File: config.mk
export PLATFORM = sky130hd
export DESIGN_NAME = win_scanner_flat
export DESIGN_NICKNAME = d
export VERILOG_FILES = /design/src/rtl/c4_pkg.sv /design/src/rtl/win_scanner_if.sv /design/src/rtl/c4_window_match.sv /design/src/rtl/win_scanner.sv /design/src/flat_wrapper.sv
export SDC_FILE = /design/constraint.sdc
export NUM_CORES = 1
export LEC_CHECK = 0
export BUFFER_PORTS_ARGS = -buffer_cell sky130_fd_sc_hd__buf_4
export CAP_MARGIN = 20
export CORE_MARGIN = 4
export CORE_UTILIZATION = 55
export DETAILED_ROUTE_END_ITERATION = 6
export PLACE_DENSITY = 0.85
export RECOVER_POWER = 100
export SLEW_MARGIN = 20
export SYNTH_ARGS = -nofsm -noshare
export SYNTH_HDL_FRONTEND = slang
export SYNTH_SLANG_ARGS = --single-unit
export TNS_END_PERCENT = 30
File: constraint.sdc
create_clock -name clock -period 4.6 [get_ports clock]
set_input_delay 0.92 -clock clock [delete_from_list [all_inputs] [get_ports clock]]
set_output_delay 0.92 -clock clock [all_outputs]
set_load 0.01 [all_outputs]
File: src/rtl/c4_pkg.sv
// c4_pkg: board geometry, token/direction/state types and scan helpers shared across the Connect-4 blocks.
package c4_pkg;
    localparam int ROWS = 6;
    localparam int COLS = 7;
    localparam int WIN_LEN = 4;
    localparam int CELLS = ROWS * COLS;
    typedef enum logic [1:0] {EMPTY = 2'b00, P1 = 2'b01, P2 = 2'b10} token_t;
    typedef enum logic [1:0] {H, V, DR, DL} dir_t;
    typedef enum logic [1:0] {IDLE, SCAN, DONE} scan_state_t;
    // 2'b11 is not a player, so it folds into EMPTY and can never form a line
    function automatic token_t to_token(logic [1:0] t);
        return t == 2'b01 ? P1 : t == 2'b10 ? P2 : EMPTY;
    endfunction
    function automatic int row_step(int d);
        return d == int'(H) ? 0 : 1;
    endfunction
    function automatic int col_step(int d);
        return d == int'(V) ? 0 : d == int'(DL) ? -1 : 1;
    endfunction
endpackage

File: src/rtl/win_scanner_if.sv
// win_scanner_if: board input, scan request/clear and result outputs of the win scanner.
// Optional win_cells highlight mask is present only when WIN_HIGHLIGHT_EN is defined.
interface win_scanner_if;
    import c4_pkg::*;
    logic [ROWS-1:0][COLS-1:0][1:0] tokens;
    logic start;
    logic clear;
    logic busy;
    logic done;
    logic [1:0] winner;
    logic draw;
    logic game_over;
`ifdef WIN_HIGHLIGHT_EN
    logic [CELLS-1:0] win_cells;
    modport master(output tokens, start, clear, input busy, done, winner, draw, game_over, win_cells);
    modport slave(input tokens, start, clear, output busy, done, winner, draw, game_over, win_cells);
`else
    modport master(output tokens, start, clear, input busy, done, winner, draw, game_over);
    modport slave(input tokens, start, clear, output busy, done, winner, draw, game_over);
`endif
endinterface

File: src/rtl/c4_window_match.sv
// c4_window_match: flags a four-cell window owned entirely by one player.
module c4_window_match
    import c4_pkg::*;
(
    input  token_t a,
    input  token_t b,
    input  token_t c,
    input  token_t d,
    output logic   match,
    output token_t owner
);
    assign match = a != EMPTY && a == b && a == c && a == d;
    assign owner = match ? a : EMPTY;
endmodule

File: src/rtl/win_scanner.sv
// win_scanner: snapshots the board on start and checks one anchor cell per cycle for four-in-a-row.
// Define WIN_HIGHLIGHT_EN to add the win_cells mask of the winning window.
module win_scanner
    import c4_pkg::*;
(
    input logic         clock,
    input logic         reset,
    win_scanner_if.slave bus
);
    scan_state_t state, state_next;
    logic [ROWS-1:0][COLS-1:0][1:0] snap;
    logic [2:0] row, col;
    token_t winner;
    logic draw, game_over;
    token_t cells [4][WIN_LEN];
    token_t owner [4];
    logic [3:0] match;
    logic hit, last, full;
    dir_t hit_dir;

    function automatic token_t cell_at(int r, int c);
        return (r < 0 || r >= ROWS || c < 0 || c >= COLS) ? EMPTY : to_token(snap[r[2:0]][c[2:0]]);
    endfunction

    // Out-of-board cells read as EMPTY, so windows that leave the board never match
    always_comb begin
        for (int d = 0; d < 4; d++)
            for (int i = 0; i < WIN_LEN; i++)
                cells[d][i] = cell_at(int'(row) + i * row_step(d), int'(col) + i * col_step(d));
    end

    for (genvar g = 0; g < 4; g++) begin : g_win
        c4_window_match u_match (
            .a(cells[g][0]), .b(cells[g][1]), .c(cells[g][2]), .d(cells[g][3]),
            .match(match[g]), .owner(owner[g])
        );
    end

    assign hit = |match;
    assign hit_dir = match[0] ? H : match[1] ? V : match[2] ? DR : DL;
    assign last = row == 3'(ROWS - 1) && col == 3'(COLS - 1);

    always_comb begin
        full = 1'b1;
        for (int r = 0; r < ROWS; r++)
            for (int c = 0; c < COLS; c++)
                full = full & (to_token(snap[r][c]) != EMPTY);
    end

    always_ff @(posedge clock or negedge reset)
        if (!reset) state <= IDLE;
        else state <= state_next;

    always_comb begin
        state_next = state;
        state_next = bus.clear ? IDLE
                   : state == IDLE ? (bus.start && !game_over ? SCAN : IDLE)
                   : state == SCAN ? (hit || last ? DONE : SCAN)
                   : IDLE;
        bus.busy = state == SCAN;
        bus.done = state == DONE;
    end

`ifdef WIN_HIGHLIGHT_EN
    logic [CELLS-1:0] win_cells, mask;
    always_comb begin
        int idx;
        mask = '0;
        for (int i = 0; i < WIN_LEN; i++) begin
            idx = (int'(row) + i * row_step(int'(hit_dir))) * COLS + int'(col) + i * col_step(int'(hit_dir));
            if (hit) mask[idx[5:0]] = 1'b1;
        end
    end
    assign bus.win_cells = win_cells;
`endif

    always_ff @(posedge clock or negedge reset)
        if (!reset) begin
            snap <= '0;
            row <= '0;
            col <= '0;
            winner <= EMPTY;
            draw <= 1'b0;
            game_over <= 1'b0;
`ifdef WIN_HIGHLIGHT_EN
            win_cells <= '0;
`endif
        end else if (bus.clear) begin
            winner <= EMPTY;
            draw <= 1'b0;
            game_over <= 1'b0;
`ifdef WIN_HIGHLIGHT_EN
            win_cells <= '0;
`endif
        end else if (state == IDLE && bus.start && !game_over) begin
            snap <= bus.tokens;
            row <= '0;
            col <= '0;
            winner <= EMPTY;
            draw <= 1'b0;
`ifdef WIN_HIGHLIGHT_EN
            win_cells <= '0;
`endif
        end else if (state == SCAN) begin
            if (hit) begin
                winner <= owner[hit_dir];
`ifdef WIN_HIGHLIGHT_EN
                win_cells <= mask;
`endif
            end else if (last) draw <= full;
            else begin
                col <= col == 3'(COLS - 1) ? 3'd0 : col + 3'd1;
                row <= col == 3'(COLS - 1) ? row + 3'd1 : row;
            end
        end else if (state == DONE) game_over <= game_over | (winner != EMPTY) | draw;

    assign bus.winner = winner;
    assign bus.draw = draw;
    assign bus.game_over = game_over;
endmodule
File: src/flat_wrapper.sv
// flat-port wrapper written by rule: the top's interface ports become plain ports
module win_scanner_flat import c4_pkg::*;
  (clock, reset, bus_tokens, bus_start, bus_clear, bus_busy, bus_done, bus_winner, bus_draw, bus_game_over);
  win_scanner_if bus_i ();
  input logic clock;
  input logic reset;
  input wire logic [$bits(bus_i.tokens)-1:0] bus_tokens;
  input wire logic [$bits(bus_i.start)-1:0] bus_start;
  input wire logic [$bits(bus_i.clear)-1:0] bus_clear;
  output wire logic [$bits(bus_i.busy)-1:0] bus_busy;
  output wire logic [$bits(bus_i.done)-1:0] bus_done;
  output wire logic [$bits(bus_i.winner)-1:0] bus_winner;
  output wire logic [$bits(bus_i.draw)-1:0] bus_draw;
  output wire logic [$bits(bus_i.game_over)-1:0] bus_game_over;
  assign bus_i.tokens = bus_tokens;
  assign bus_i.start = bus_start;
  assign bus_i.clear = bus_clear;
  assign bus_busy = bus_i.busy;
  assign bus_done = bus_i.done;
  assign bus_winner = bus_i.winner;
  assign bus_draw = bus_i.draw;
  assign bus_game_over = bus_i.game_over;
  win_scanner u_core (.clock(clock), .reset(reset), .bus(bus_i));
endmodule
### After elaboration in Yosys (flattened, before gate mapping)

Cells that the tools add are included.

| word-level totals | value |
|---|---|
| register bits | 96 |

| operators by class | value |
|---|---|
| $lt $le $gt $ge | 34 |
| reduce and logical (&&, ||, !) cells | 106 |
| eq/ne operators | 131 |
| mux-type cells | 195 |
| bitwise operators | 45 |
| $add $sub $neg | 11 |

Operators with widths:

| cell | number |
|---|---|
| 2-bit two-way mux | 152 |
| 32-bit by 4-bit greater-or-equal comparator with 1-bit output, second input constant | 9 |
| 32-bit by 1-bit less-than comparator with 1-bit output, second input constant | 9 |
| 14-bit binary-select mux with 3-bit select | 4 |
| 2-bit by 1-bit == test with 1-bit output, second input constant | 56 |
| 2-bit == test, second input constant | 56 |
| 2-bit nonzero test | 47 |
| 2-bit binary-select mux with 3-bit select | 13 |
| 14-bit two-way mux | 4 |
| 3-bit by 4-bit less-than comparator with 1-bit output, second input constant | 11 |
| 1-bit bitwise AND | 41 |
| 1-bit logical OR | 31 |
| 3-bit two-way mux | 10 |
| 2-bit == test | 12 |
| 3-bit by 2-bit adder with 4-bit output, second input constant | 4 |
| 1-bit logical AND | 16 |
| 1-bit two-way mux | 11 |
| 3-bit greater-or-equal comparator, second input constant | 3 |
| 3-bit nonzero test | 3 |
| 3-bit by 1-bit adder with 4-bit output, second input constant | 2 |
| 2-bit inequality test, second input constant | 4 |
| 3-bit by 1-bit adder with 3-bit output, second input constant | 2 |
| 3-bit == test, second input constant | 2 |
| 3-bit by 1-bit less-than comparator with 1-bit output, second input constant | 2 |
| 15 further kinds | 18 |

### Depth between registers and ports, before layout

Gate-level depths: netlist of run 1.

| logic depth | value |
|---|---|
| depth after elaboration | 50 |
| depth in mapped cells | 20 |
| depth with buffers taken out | 14 |

### By module

From an unflattened synthesis of run 1, not the netlist that was laid out.

| second synthesis, totals | value |
|---|---|
| cell total of the unflattened synthesis | 920 |
| area, all modules | 9203.8 um^2 |

By module, submodules not included:

| module | cells each | times used | area each (um^2) | sequential area each (um^2) |
|---|---|---|---|---|
| win_scanner | 884 | 1 | 8893.5 | 2402.3 |
| c4_window_match | 9 | 4 | 77.6 | 0.0 |

### Worst setup path after synthesis of run 1

No wires, ideal clock.

| timing | value |
|---|---|
| kind | reg-to-reg |
| from | register u_core.row[1] |
| to | register u_core.winner[0] (netlist: u_core.bus.winner[0]) |
| path buffers | 4 |
| data required time | 4.527 ns |
| clock period less this slack | 4.203 ns |
| slack | 0.397 ns |
| arrival time | 4.130 ns |
| cell stages (with the launch flop) | 18 |
| path through | dfrtp_1 clkbuf_1 clkbuf_1 inv_1 ha_1 buf_6 clkinv_1 nand2_1 o211ai_1 mux4_2 a221o_1 or4b_4 o22ai_2 o211ai_2 o2111ai_4 buf_6 nand3_1 a21oi_2 |

| between the ends | value |
|---|---|
| longest elaborated chain between the ends | 24 |
| elaborated cells on any way between the ends | 183 |
| those cells by class | add/sub (3); order compare (8); eq/ne (38); mux (87); bitwise (1); reduce/logical (46) |

Ends and longest elaborated chain:

| element | RTL line | RTL |
|---|---|---|
| start, declared | win_scanner.sv:12 | `logic [2:0] row, col;` |
| start signal, assigned | win_scanner.sv:113 | `row <= col == 3'(COLS - 1) ? row + 3'd1 : row;` |
| 3-bit by 1-bit adder with 4-bit output | win_scanner.sv:29 | `cells[d][i] = cell_at(int'(row) + i * row_step(d), int'(col) + i * col_step(d));` |
| 14-bit binary-select mux with 3-bit select | win_scanner.sv:22 | `return (r < 0 \|\| r >= ROWS \|\| c < 0 \|\| c >= COLS) ? EMPTY : to_token(snap[r[2:0]][c[2:0]]);` |
| 14-bit two-way mux (not written as such) | win_scanner.sv:22 |  |
| 2-bit binary-select mux with 3-bit select | win_scanner.sv:22 |  |
| 2-bit two-way mux (not written as such) | win_scanner.sv:22 |  |
| 2-bit == test | c4_pkg.sv:12 | `return t == 2'b01 ? P1 : t == 2'b10 ? P2 : EMPTY;` |
| 2-bit two-way mux (2 in a row) | c4_pkg.sv:12 |  |
| 2-bit two-way mux | win_scanner.sv:22 |  |
| [5 not listed] | - |  |
| 2-bit two-way mux (2 in a row) | win_scanner.sv:40 | `assign hit_dir = match[0] ? H : match[1] ? V : match[2] ? DR : DL;` |
| 2-bit inverter with 3-bit output (not written as such) | win_scanner.sv:106 | `winner <= owner[hit_dir];` |
| 2-bit binary-select mux with 2-bit select | win_scanner.sv:106 |  |
| 2-bit two-way mux (not written as such) (2 in a row) | win_scanner.sv:106 |  |
| 2-bit two-way mux | win_scanner.sv:105 | `if (hit) begin` |
| 2-bit two-way mux | win_scanner.sv:104 | `end else if (state == SCAN) begin` |
| 2-bit two-way mux | win_scanner.sv:95 | `end else if (state == IDLE && bus.start && !game_over) begin` |
| 2-bit two-way mux | win_scanner.sv:88 | `end else if (bus.clear) begin` |
| end signal, assigned | win_scanner.sv:106 |  |
| end, declared | win_scanner.sv:13 | `token_t winner;` |

Several ways; a longest one is shown, not always the timed one. The select of a mux whose other input is x is not followed.
A chain may end at the register's enable or synchronous reset.

### Worst setup path in the final report of run 1

| timing | value |
|---|---|
| from | register u_core.row[0] |
| to | register u_core.col[1] |

| between the ends | value |
|---|---|
| longest elaborated chain between the ends | 16 |
| elaborated cells on any way between the ends | 171 |
| those cells by class | add/sub (3); order compare (8); eq/ne (41); mux (73); reduce/logical (46) |

Ends and longest elaborated chain:

| element | RTL line | RTL |
|---|---|---|
| 3-bit by 1-bit adder with 4-bit output | win_scanner.sv:29 |  |
| 14-bit binary-select mux with 3-bit select | win_scanner.sv:22 |  |
| 14-bit two-way mux (not written as such) | win_scanner.sv:22 |  |
| 2-bit binary-select mux with 3-bit select | win_scanner.sv:22 |  |
| 2-bit two-way mux (not written as such) | win_scanner.sv:22 |  |
| 2-bit == test | c4_pkg.sv:12 |  |
| 2-bit two-way mux (2 in a row) | c4_pkg.sv:12 |  |
| 2-bit two-way mux | win_scanner.sv:22 |  |
| 2-bit == test | c4_window_match.sv:12 | `assign match = a != EMPTY && a == b && a == c && a == d;` |
| 1-bit logical AND (3 in a row) | c4_window_match.sv:12 |  |
| 4-bit OR reduction | win_scanner.sv:39 | `assign hit = \|match;` |
| 2-bit inequality test (no line) | - |  |
| 4-bit AND reduction (no line) (*) | - |  |
| end signal, assigned | win_scanner.sv:112 | `col <= col == 3'(COLS - 1) ? 3'd0 : col + 3'd1;` |
| end, declared | win_scanner.sv:12 |  |

Mark *: on every way between the ends. The rest lies on a longest branch, timed or not. The select of a mux whose other input is x is not followed.

==> run metrics, run 1 <==
Final Hold Fails=0; Max-Cap Viols=2; Placer Congestion=1.05; drt first pass iters=6; Warnings, synthesis=0; first-pass GRT wire length=51.1 mm; most common cell after layout, fill and taps aside=nand2_1; Final Max Tran Viols=162; Reg clk slew, reported paths=70 ps; minimum clock period=4350 ps; CTS root buf=clkbuf_16; prevailing post-synth register cell=dfrtp_1; part of the cycle the worst path needs=0.945; global-route met1 utilization=0.484; Hold Buf Count CTS=0; final setup fails=0; CTS sink cnt=96; largest area contributor in the netlist=dfrtp_1; RSZ-0062 raised after global routing=false; synthesized area per cell=8.37 um^2; vias=8995; post-CTS sizing=0; # DRC=0; fmax=230 MHz; PortBufs=93; vias in the first global route=8643; worst clock skew=9.75 ps; WP data arrival=4610 ps; DRT antenna net count=0; pwr dens=769 nW/um^2; Synth async-reset ratio=1.00; Multi-input gate area=6070 um^2; gate count after technology mapping=1073; Die Height=136 um; Worst Max-Slew Pin Slew=1810 ps; n_diodes=0; dpl ws=349 ps; Worst Path Max Fanout=17; CTS tree=done; GR Overflow Total=0; final setup margin=254 ps; register area share after synthesis=0.267; highest-count cells in the layout ignoring fill and taps=nand2_1 (294), buf_4 (116), dfrtp_1 (95); VDD IR max=0.344 mV; met3 global-route usage=0.0892; Post-synth EDFFs=0; share of post-route cells with drive strength above 1=0.197; layer with the highest usage=met2; Slew Limit Headroom=-0.204; Initial DRC Count=1236; non-filler instance count after layout=1359; Routed WL per cell=24.5 um; WP data required=4870 ps; top-area cell type share of the netlist area=0.267; register area=2410 um^2; CTS H-tree lvls=3; # fillers=1434; setup TNS=0 ps; Clock Latency Late Sink=360 ps; met2 Resource Use GR=0.554; Layout area overhead=11.9%; Total Nets Final=1245; TritonCTS Buffers=9; synthesized area=8980 um^2; total wire length=33.3 mm; #FFs+latches synth=96; Synth cell types=97; Core Rows=46; critical path startpoint category=flip-flop; HPWL Detailed=25.5 mm; failing checks=capacitance limit, slew limit; Ports=94; die width=136 um; Initial Util=0.563; initial antenna violation count=1; placed cell count=1343; CTS max path bufs=2; full die area=18400 um^2; largest net degree at the start of global routing=85; Leak Pwr=4.39 nW; Crit. End Element=flip-flop; postcts setup bufs=0; Synth area leaders=dfrtp_1 (27%), nand2_1 (12%), mux2i_1 (9.8%), mux4_2 (5.8%), xor2_1 (3.4%); core area=15900 um^2; Min-Delay Path Class=reg -> reg; outcome=finished, violations left; Crit Path Class=reg -> reg; Vias/cell=6.62; GRT Total Usage=0.369; syn_nets=1180
==> final cells by class <==
class | count | area share
Tap cell | 216 | 0.0269
Multi-Input combinational cell | 888 | 0.604
Clock inverter | 7 | 0.00846
Inverter | 16 | 0.00597
Timing Repair Buffer | 127 | 0.0930
Clock buffer | 9 | 0.0224
Sequential cell | 96 | 0.239
==> cell usage after synthesis (5+ instances only) <==
cell       count
buf_4          5
a21oi_1       13
o221ai_1       8
mux2_2        27
nor3_1        30
buf_1          5
a22oi_1       18
o22ai_1       23
a31oi_1        9
nand3_1       20
nor2b_1        7
inv_1         14
mux2i_1       88
nand2b_1       8
dfrtp_1       96
and2_1         6
o32ai_1       11
clkbuf_8       6
xnor2_1       15
mux4_2        23
nor4_1        12
o21ai_0       32
or3_1         11
xor2_1        35
ha_1          19
o2111ai_1      7
o211ai_1      14
nand4_1       14
clkbuf_1      38
nor2_1        59
buf_6         11
nand2_1      294
==> logic make-up (layout without fill, tap and decap cells) <==
group                    Yosys count  in the layout  synth area share
multiplexers                     141            141             0.196
XOR/XNOR                          51             51            0.0518
flip-flops                        96             96             0.267
AND/OR/NAND/NOR                  487            487             0.241
buffers and inverters             89            159            0.0595
AO/OA/AOI/OAI                    190            190             0.158
adder cells (fa/ha/maj)           19             19            0.0265
==> state kept, by name, summed over array words and instances, names as in the netlist <==
signal,count
u_core.bus.winner,2
u_core.bus.draw,1
u_core.state,2
u_core.col,3
u_core.row,3
u_core.bus.game_over,1
u_core.snap,84
==> stage by stage <==
step	power (mW)	cell area [um^2]	util	hold WS (ps)
detailed placement	6.71	9770	0.613	510
global route	8.13	10100	0.631	564
CTS	7.54	10100	0.633	525
floorplan	5.13	8980	-	498
finish	7.73	10100	0.631	517
global placement	6.67	9770	0.613	497
==> final timing paths <==
kind	from	end	slack, ps	depth (start not counted)
worst min-delay path	u_core.bus.game_over	u_core.bus.game_over	520	2
min in group asynchronous	reset	u_core.snap[10]	1040	1
worst max register to register	u_core.row[0]	u_core.col[1]	250	13
worst min register to register	u_core.bus.game_over	u_core.bus.game_over	520	2
max in group asynchronous	reset	u_core.snap[37]	1800	2
worst max-delay path	u_core.row[0]	u_core.col[1]	250	13
==> metal layers <==
metal	routed length [um]	part of all wire
met1	13000	0.39
met2	14500	0.43
met3	3480	0.10
met4	2430	0.073
met5	12	0.00036
==> worst max-delay path: stages, from the launching register on <==
cell       delay, ps
dfrtp_4          500
inv_1             80
ha_1             340
clkinv_1         410
and3_2           360
a221oi_2         340
o22ai_1          160
or3_1            450
o31a_1           130
a222oi_1         310
mux2_2           230
o2111ai_4        290
nor4_4           380
mux2i_1          270
==> where the power goes <==
part	switching, mW	internal, mW	total [mW]
Sequential	0.680	1.17	1.85
Combinational	3.06	2.02	5.09
Clock	0.358	0.433	0.791
Power figures use the tool's default switching activity.
==> inputs of run 2 (changes only) <==
--- a/config.mk
+++ b/config.mk
@@ -7,9 +7,9 @@
 export LEC_CHECK = 0
 export BUFFER_PORTS_ARGS = -buffer_cell sky130_fd_sc_hd__buf_4
 export CAP_MARGIN = 20
-export CORE_MARGIN = 4
 export CORE_UTILIZATION = 55
 export DETAILED_ROUTE_END_ITERATION = 6
+export GPL_ROUTABILITY_DRIVEN = 0
 export PLACE_DENSITY = 0.85
 export RECOVER_POWER = 100
 export SLEW_MARGIN = 20
==> run 2 against run 1 <==
The run ends with DRC, capacitance limit, slew limit left. First-iteration DRC count rose by 15%. Total power shrank 2.5%. Sequential share of layout area increased by 0.23 points. Final cell count shrank 0.81%. Count of clock-buffer cells in the layout unchanged. Sequential cell count is the same. Via count up 1.2%. Maximum frequency fell by 3.2%.
==> run metrics, run 2 (same netlist as run 1, synthesis figures left out) <==
CTS tree=done; r2r worst-path depth=12; Max-Cap Viols=2; GRT Total Usage=0.373; Layout area overhead=10.8%; Max stage delay on crit path=600 ps; core area=15900 um^2; max reg flops=84; share of post-route cells with drive strength above 1=0.184; most common cell after layout, fill and taps aside=nand2_1; largest registers=u_core.snap: 84 flops, u_core.col: 3 flops, u_core.row: 3 flops; critical path startpoint category=flip-flop; CTS H-tree lvls=3; vias=9099; TritonCTS Buffers=9; post-CTS sizing=0; placed cell areas=9700 um^2; Worst Path Max Fanout=96; total wire length=30.1 mm; Initial DRC Count=1426; Worst Max-Slew Pin Slew=1830 ps; drt first pass iters=7; Clock Latency Late Sink=370 ps; CTS sink cnt=96; DRT antenna net count=0; highest-count cells in the layout ignoring fill and taps=nand2_1 (294), buf_4 (103), dfrtp_1 (95); Buf+Inv Stages, Crit Path=1; GR Overflow Total=0; largest net degree at the start of global routing=97; worst clock skew=21.4 ps; instance count on the critical path=12; initial antenna violation count=0; sequence of cells on the critical path=buf_12, mux2i_1, mux2i_1, o2bb2ai_1, mux4_2, a221o_1, or4b_1, o22ai_1, o211ai_1, o2111ai_4, o21ai_0, a2bb2oi_2; postcts setup bufs=0; Slew Limit Headroom=-0.223; Final Util=0.624; CTS max path bufs=2; Initial Util=0.563; CTS root buf=clkbuf_16; fmax=223 MHz; vias in the first global route=8615; HPWL Detailed=21.7 mm; # fillers=1357; Total Nets Final=1234; setup TNS=0 ps; WP data required=4890 ps; WP data arrival=4780 ps; Crit path max-delay family=compound AO/OA/AOI/OAI gates; Leak Pwr=4.32 nW; largest register by flop count=u_core.snap; outcome=finished, violations left; Tot Pwr=7.54 mW; worst reg2reg endpoint=u_core.row[0]; Crit Path Class=reg -> reg; final setup fails=0; PortBufs=93; Die Height=130 um; part of the cycle the worst path needs=0.976; Critical Path Start=u_core.row[0]; pwr dens=757 nW/um^2; full die area=16800 um^2; Crit. End Element=flip-flop; Final Max Tran Viols=161; die width=130 um; RSZ-0062 raised after global routing=false; # DRC=41; first-pass GRT wire length=47.1 mm; failing checks=DRC, capacitance limit, slew limit; Ports=94; VDD IR max=0.353 mV; r2r startpoint=u_core.row[0]; Worst Setup EP=u_core.row[0]; Routed WL per cell=22.3 um; dpl ws=426 ps; CP dominant cell by count=mux2i_1; Slowest-stage cell, CP=mux2i_1; Core Rows=46; Final Hold Fails=0; Vias/cell=6.75; Reg clk slew, reported paths=70 ps; final instance area=9960 um^2; n_diodes=0; minimum clock period=4490 ps; Min-Delay Path Class=reg -> reg; final setup margin=110 ps; R2R Setup Slk=110 ps; Hold Buf Count CTS=0
==> run 2: worst min-delay path by stage <==
stage                                    start                    to  slack, ps  cells after the start
after global routing      u_core.bus.game_over  u_core.bus.game_over        550                      2
after floorplan                u_core.snap[27]       u_core.snap[27]        500                      2
final                     u_core.bus.game_over  u_core.bus.game_over        510                      2
after CTS                 u_core.bus.game_over  u_core.bus.game_over        520                      2
after global placement    u_core.bus.game_over  u_core.bus.game_over        500                      2
after detailed placement  u_core.bus.game_over  u_core.bus.game_over        510                      2
==> run 2: area by class of cell <==
| type | instances | area (um^2) | share of cell area |
|---|---|---|---|
| timing repair buffer | 116 | 865 | 0.0868 |
| inverter | 16 | 60.1 | 0.00603 |
| multi-input combinational | 888 | 6050 | 0.608 |
| clock inverter | 7 | 75.1 | 0.00754 |
| sequential | 96 | 2410 | 0.242 |
| clock buffer | 9 | 225 | 0.0226 |
| tap | 216 | 270 | 0.0271 |
==> run 2: worst register-to-register path, cell delays in order (launching register included) <==
cell       delay [ps]
dfrtp_4           440
buf_12            440
mux2i_1           680
mux2i_1           200
o2bb2ai_1         190
mux4_2            520
a221o_1           340
or4b_1            520
o22ai_1           220
o211ai_1          190
o2111ai_4         300
o21ai_0           230
a2bb2oi_2         160
==> run 2: per-layer routing <==
layer	track usage	routed length, um
met3	0.115	4040
met2	0.539	12700
met5	0	0
met1	0.480	11200
met4	0.250	2200
==> run 2: report_power, final <==
part | total (mW) | leakage [nW] | internal (mW) | switching [mW]
Combinational | 4.95 | 2.97 | 1.96 | 2.98
Sequential | 1.82 | 1.20 | 1.17 | 0.650
Clock | 0.769 | 0.145 | 0.386 | 0.383
Total | 7.54 | 4.32 | 3.52 | 4.02
==> run 2: through the flow <==
stage | hold slack (ps) | instances
3_3_place_gp | 498 | 1332
3_5_place_dp | 508 | 1332
5_1_grt | 547 | 1348
2_1_floorplan | 498 | 1073
4_1_cts | 524 | 1348
6_report | 514 | 1348
==> inputs of run 3 (changes only) <==
--- a/config.mk
+++ b/config.mk
@@ -10,10 +10,13 @@
 export CORE_UTILIZATION = 55
 export DETAILED_ROUTE_END_ITERATION = 6
 export GPL_ROUTABILITY_DRIVEN = 0
+export HOLD_SLACK_MARGIN = 0.12
+export MAX_ROUTING_LAYER = met4
 export PLACE_DENSITY = 0.85
 export RECOVER_POWER = 100
 export SLEW_MARGIN = 20
 export SYNTH_ARGS = -nofsm -noshare
 export SYNTH_HDL_FRONTEND = slang
+export SYNTH_HIERARCHICAL = 1
 export SYNTH_SLANG_ARGS = --single-unit
 export TNS_END_PERCENT = 30
==> run 3 against run 2 <==
The flow still finishes with violations (DRC, capacitance limit, slew limit). Sequential power grew 15%. Hold slack gained 17 ps. Wire length grew 2.8%. Highest routed layer unchanged.
==> run metrics, run 3 <==
worst clock skew=11.3 ps; minimum clock period=4560 ps; Die Height=131 um; final instance area=10900 um^2; VDD IR max=0.437 mV; initial antenna violation count=0; most common cell after layout, fill and taps aside=mux2_2; gate count after technology mapping=920; synthesized area=9200 um^2; Hold Buf Count CTS=0; Core Rows=46; Final Hold Fails=0; R2R Setup Slk=40 ps; final setup fails=0; register area share after synthesis=0.261; GRT Total Usage=0.362; Tot Pwr=9.83 mW; Worst Path Max Fanout=7; pwr dens=906 nW/um^2; drt first pass iters=7; Final Max Tran Viols=56; setup TNS=0 ps; # DRC=19; GR Overflow Total=0; Critical Path Start=u_core/row[0]; critical path startpoint category=flip-flop; Post-synth EDFFs=0; Vias/cell=7.32; PortBufs=93; vias=9036; largest net degree at the start of global routing=76; Synth cell types=72; share of post-route cells with drive strength above 1=0.379; CTS sink cnt=96; fmax=219 MHz; placed cell areas=10400 um^2; Routed WL per cell=25.1 um; CTS H-tree lvls=3; total wire length=31.0 mm; full die area=17300 um^2; HPWL Detailed=22.6 mm; part of the cycle the worst path needs=0.992; Initial DRC Count=1471; Reg clk slew, reported paths=60 ps; max reg flops=84; Leak Pwr=4.30 nW; first-pass GRT wire length=47.6 mm; WP data arrival=4820 ps; CTS max path bufs=2; DRT antenna net count=0; Min-Delay Path Class=reg -> reg; failing checks=DRC, capacitance limit, slew limit; Crit Path Class=reg -> reg; largest area contributor in the netlist=dfrtp_1; Slew Limit Headroom=-0.195; WP data required=4860 ps; Synth area leaders=dfrtp_1 (26%), mux2_2 (17%), mux4_2 (10%), mux2i_1 (4.2%), xor2_1 (3.0%); Synth top cells by count=mux2_2 (137), dfrtp_1 (96), nand2_1 (53), a21oi_1 (42), mux4_2 (41); largest registers=u_core/snap: 84 flops, u_core/col: 3 flops, u_core/row: 3 flops; core area=16100 um^2; die width=131 um; Hold Startpoint=u_core/bus.game_over; Layout area overhead=17.9%; most numerous cell in the Yosys netlist=mux2_2; #FFs+latches synth=96; CTS tree=done; prevailing post-synth register cell=dfrtp_1; Worst Max-Slew Pin Slew=1790 ps; r2r startpoint=u_core/row[0]; synthesized area per cell=10.0 um^2; largest register by flop count=u_core/snap; vias in the first global route=8735; Synth async-reset ratio=1.00; outcome=finished, violations left; Warnings, synthesis=6; syn_nets=1030; n_diodes=0; Crit. End Element=flip-flop; TritonCTS Buffers=9; Initial Util=0.571; Max-Cap Viols=2; top-area cell type share of the netlist area=0.261; CTS root buf=clkbuf_16; Clock Latency Late Sink=360 ps; Total Nets Final=1124; Ports=94; highest-count cells in the layout ignoring fill and taps=mux2_2 (134), buf_4 (130), dfrtp_1 (93)
==> run 3: cell count changes after synthesis, sizes merged, moves of 11 or more <==
cell / change
mux2i: -50
nor2: -25
a21oi: +32
nor3: -19
mux2: +109
nor3b: +14
a221oi: +14
nand3: +18
mux4: +17
o32ai: -11
o22ai: -17
nand2: -243
==> run 3: cell type report <==
| cell class | instances | area, um^2 |
|---|---|---|
| clock buffer | 9 | 225 |
| clock inverter | 7 | 73.8 |
| fill | 1189 | 5270 |
| inverter | 16 | 67.6 |
| multi-input combinational | 740 | 6640 |
| sequential | 96 | 2410 |
| tap | 216 | 270 |
| timing repair buffer | 151 | 1170 |
==> run 3: path summary, 6_finish.rpt <==
| kind | cells after the start | endpoint |
|---|---|---|
| worst min register to register | 2 | u_core/bus.game_over |
| worst max register to register | 18 | u_core/col[1] |
| min in group asynchronous | 1 | u_core/snap[32] |
| worst max-delay path | 18 | u_core/col[1] |
| worst min-delay path | 2 | u_core/bus.game_over |
| max in group asynchronous | 2 | u_core/snap[28] |
==> run 3: critical path: stages, from the launching register on <==
cell	delay [ps]
dfrtp_4	550
inv_2	110
ha_4	200
xor2_4	240
buf_4	160
buf_4	120
mux2i_1	310
a2111oi_0	170
o31ai_1	410
o2111ai_1	250
nor3b_2	320
nor4_4	60
a21oi_2	200
nor2_1	110
nor4_4	300
a31oi_1	120
or2_2	360
or3_1	370
o21ai_0	90
==> run 3: metal layers <==
layer,vias to the layer above,global-route usage,wire (um)
met1,4247,0.445,11200
met4,0,0.206,2270
li1,3769,-,-
met2,755,0.530,13200
met5,-,-,0
met3,265,0.107,4290
==> run 3: stage by stage <==
step / hold slack, ps / util / worst slack, ps / instances
after global routing: 572 / 0.673 / -309 / 1235
final: 531 / 0.673 / 37.5 / 1235
after detailed placement: 523 / 0.645 / 87.1 / 1212
after CTS: 538 / 0.663 / 59.8 / 1228
after floorplan: 524 / - / 14.1 / 920
after global placement: 504 / 0.645 / 204 / 1212
==> run 3: logic make-up (layout without fill, tap and decap cells) <==
logic type | Yosys count | after routing | share of synthesized area
fa+ha+maj | 22 | 22 | 0.0299
buf+inv | 84 | 183 | 0.0423
flops | 96 | 96 | 0.261
compound gates | 207 | 207 | 0.159
xor+xnor | 45 | 45 | 0.0445
mux | 217 | 217 | 0.310
simple gates | 249 | 249 | 0.153
==> run 3: power by group <==
group	internal (mW)	switching, mW	total [mW]
Clock	0.383	0.359	0.742
Sequential	1.25	0.846	2.09
Combinational	3.16	3.84	7.00
==> run 3: timing repair <==
item	CTS	global route
endpoints found under the hold margin	0	0
setup endpoints to repair	0	8
setup buffers	0	6
resized for setup	0	33
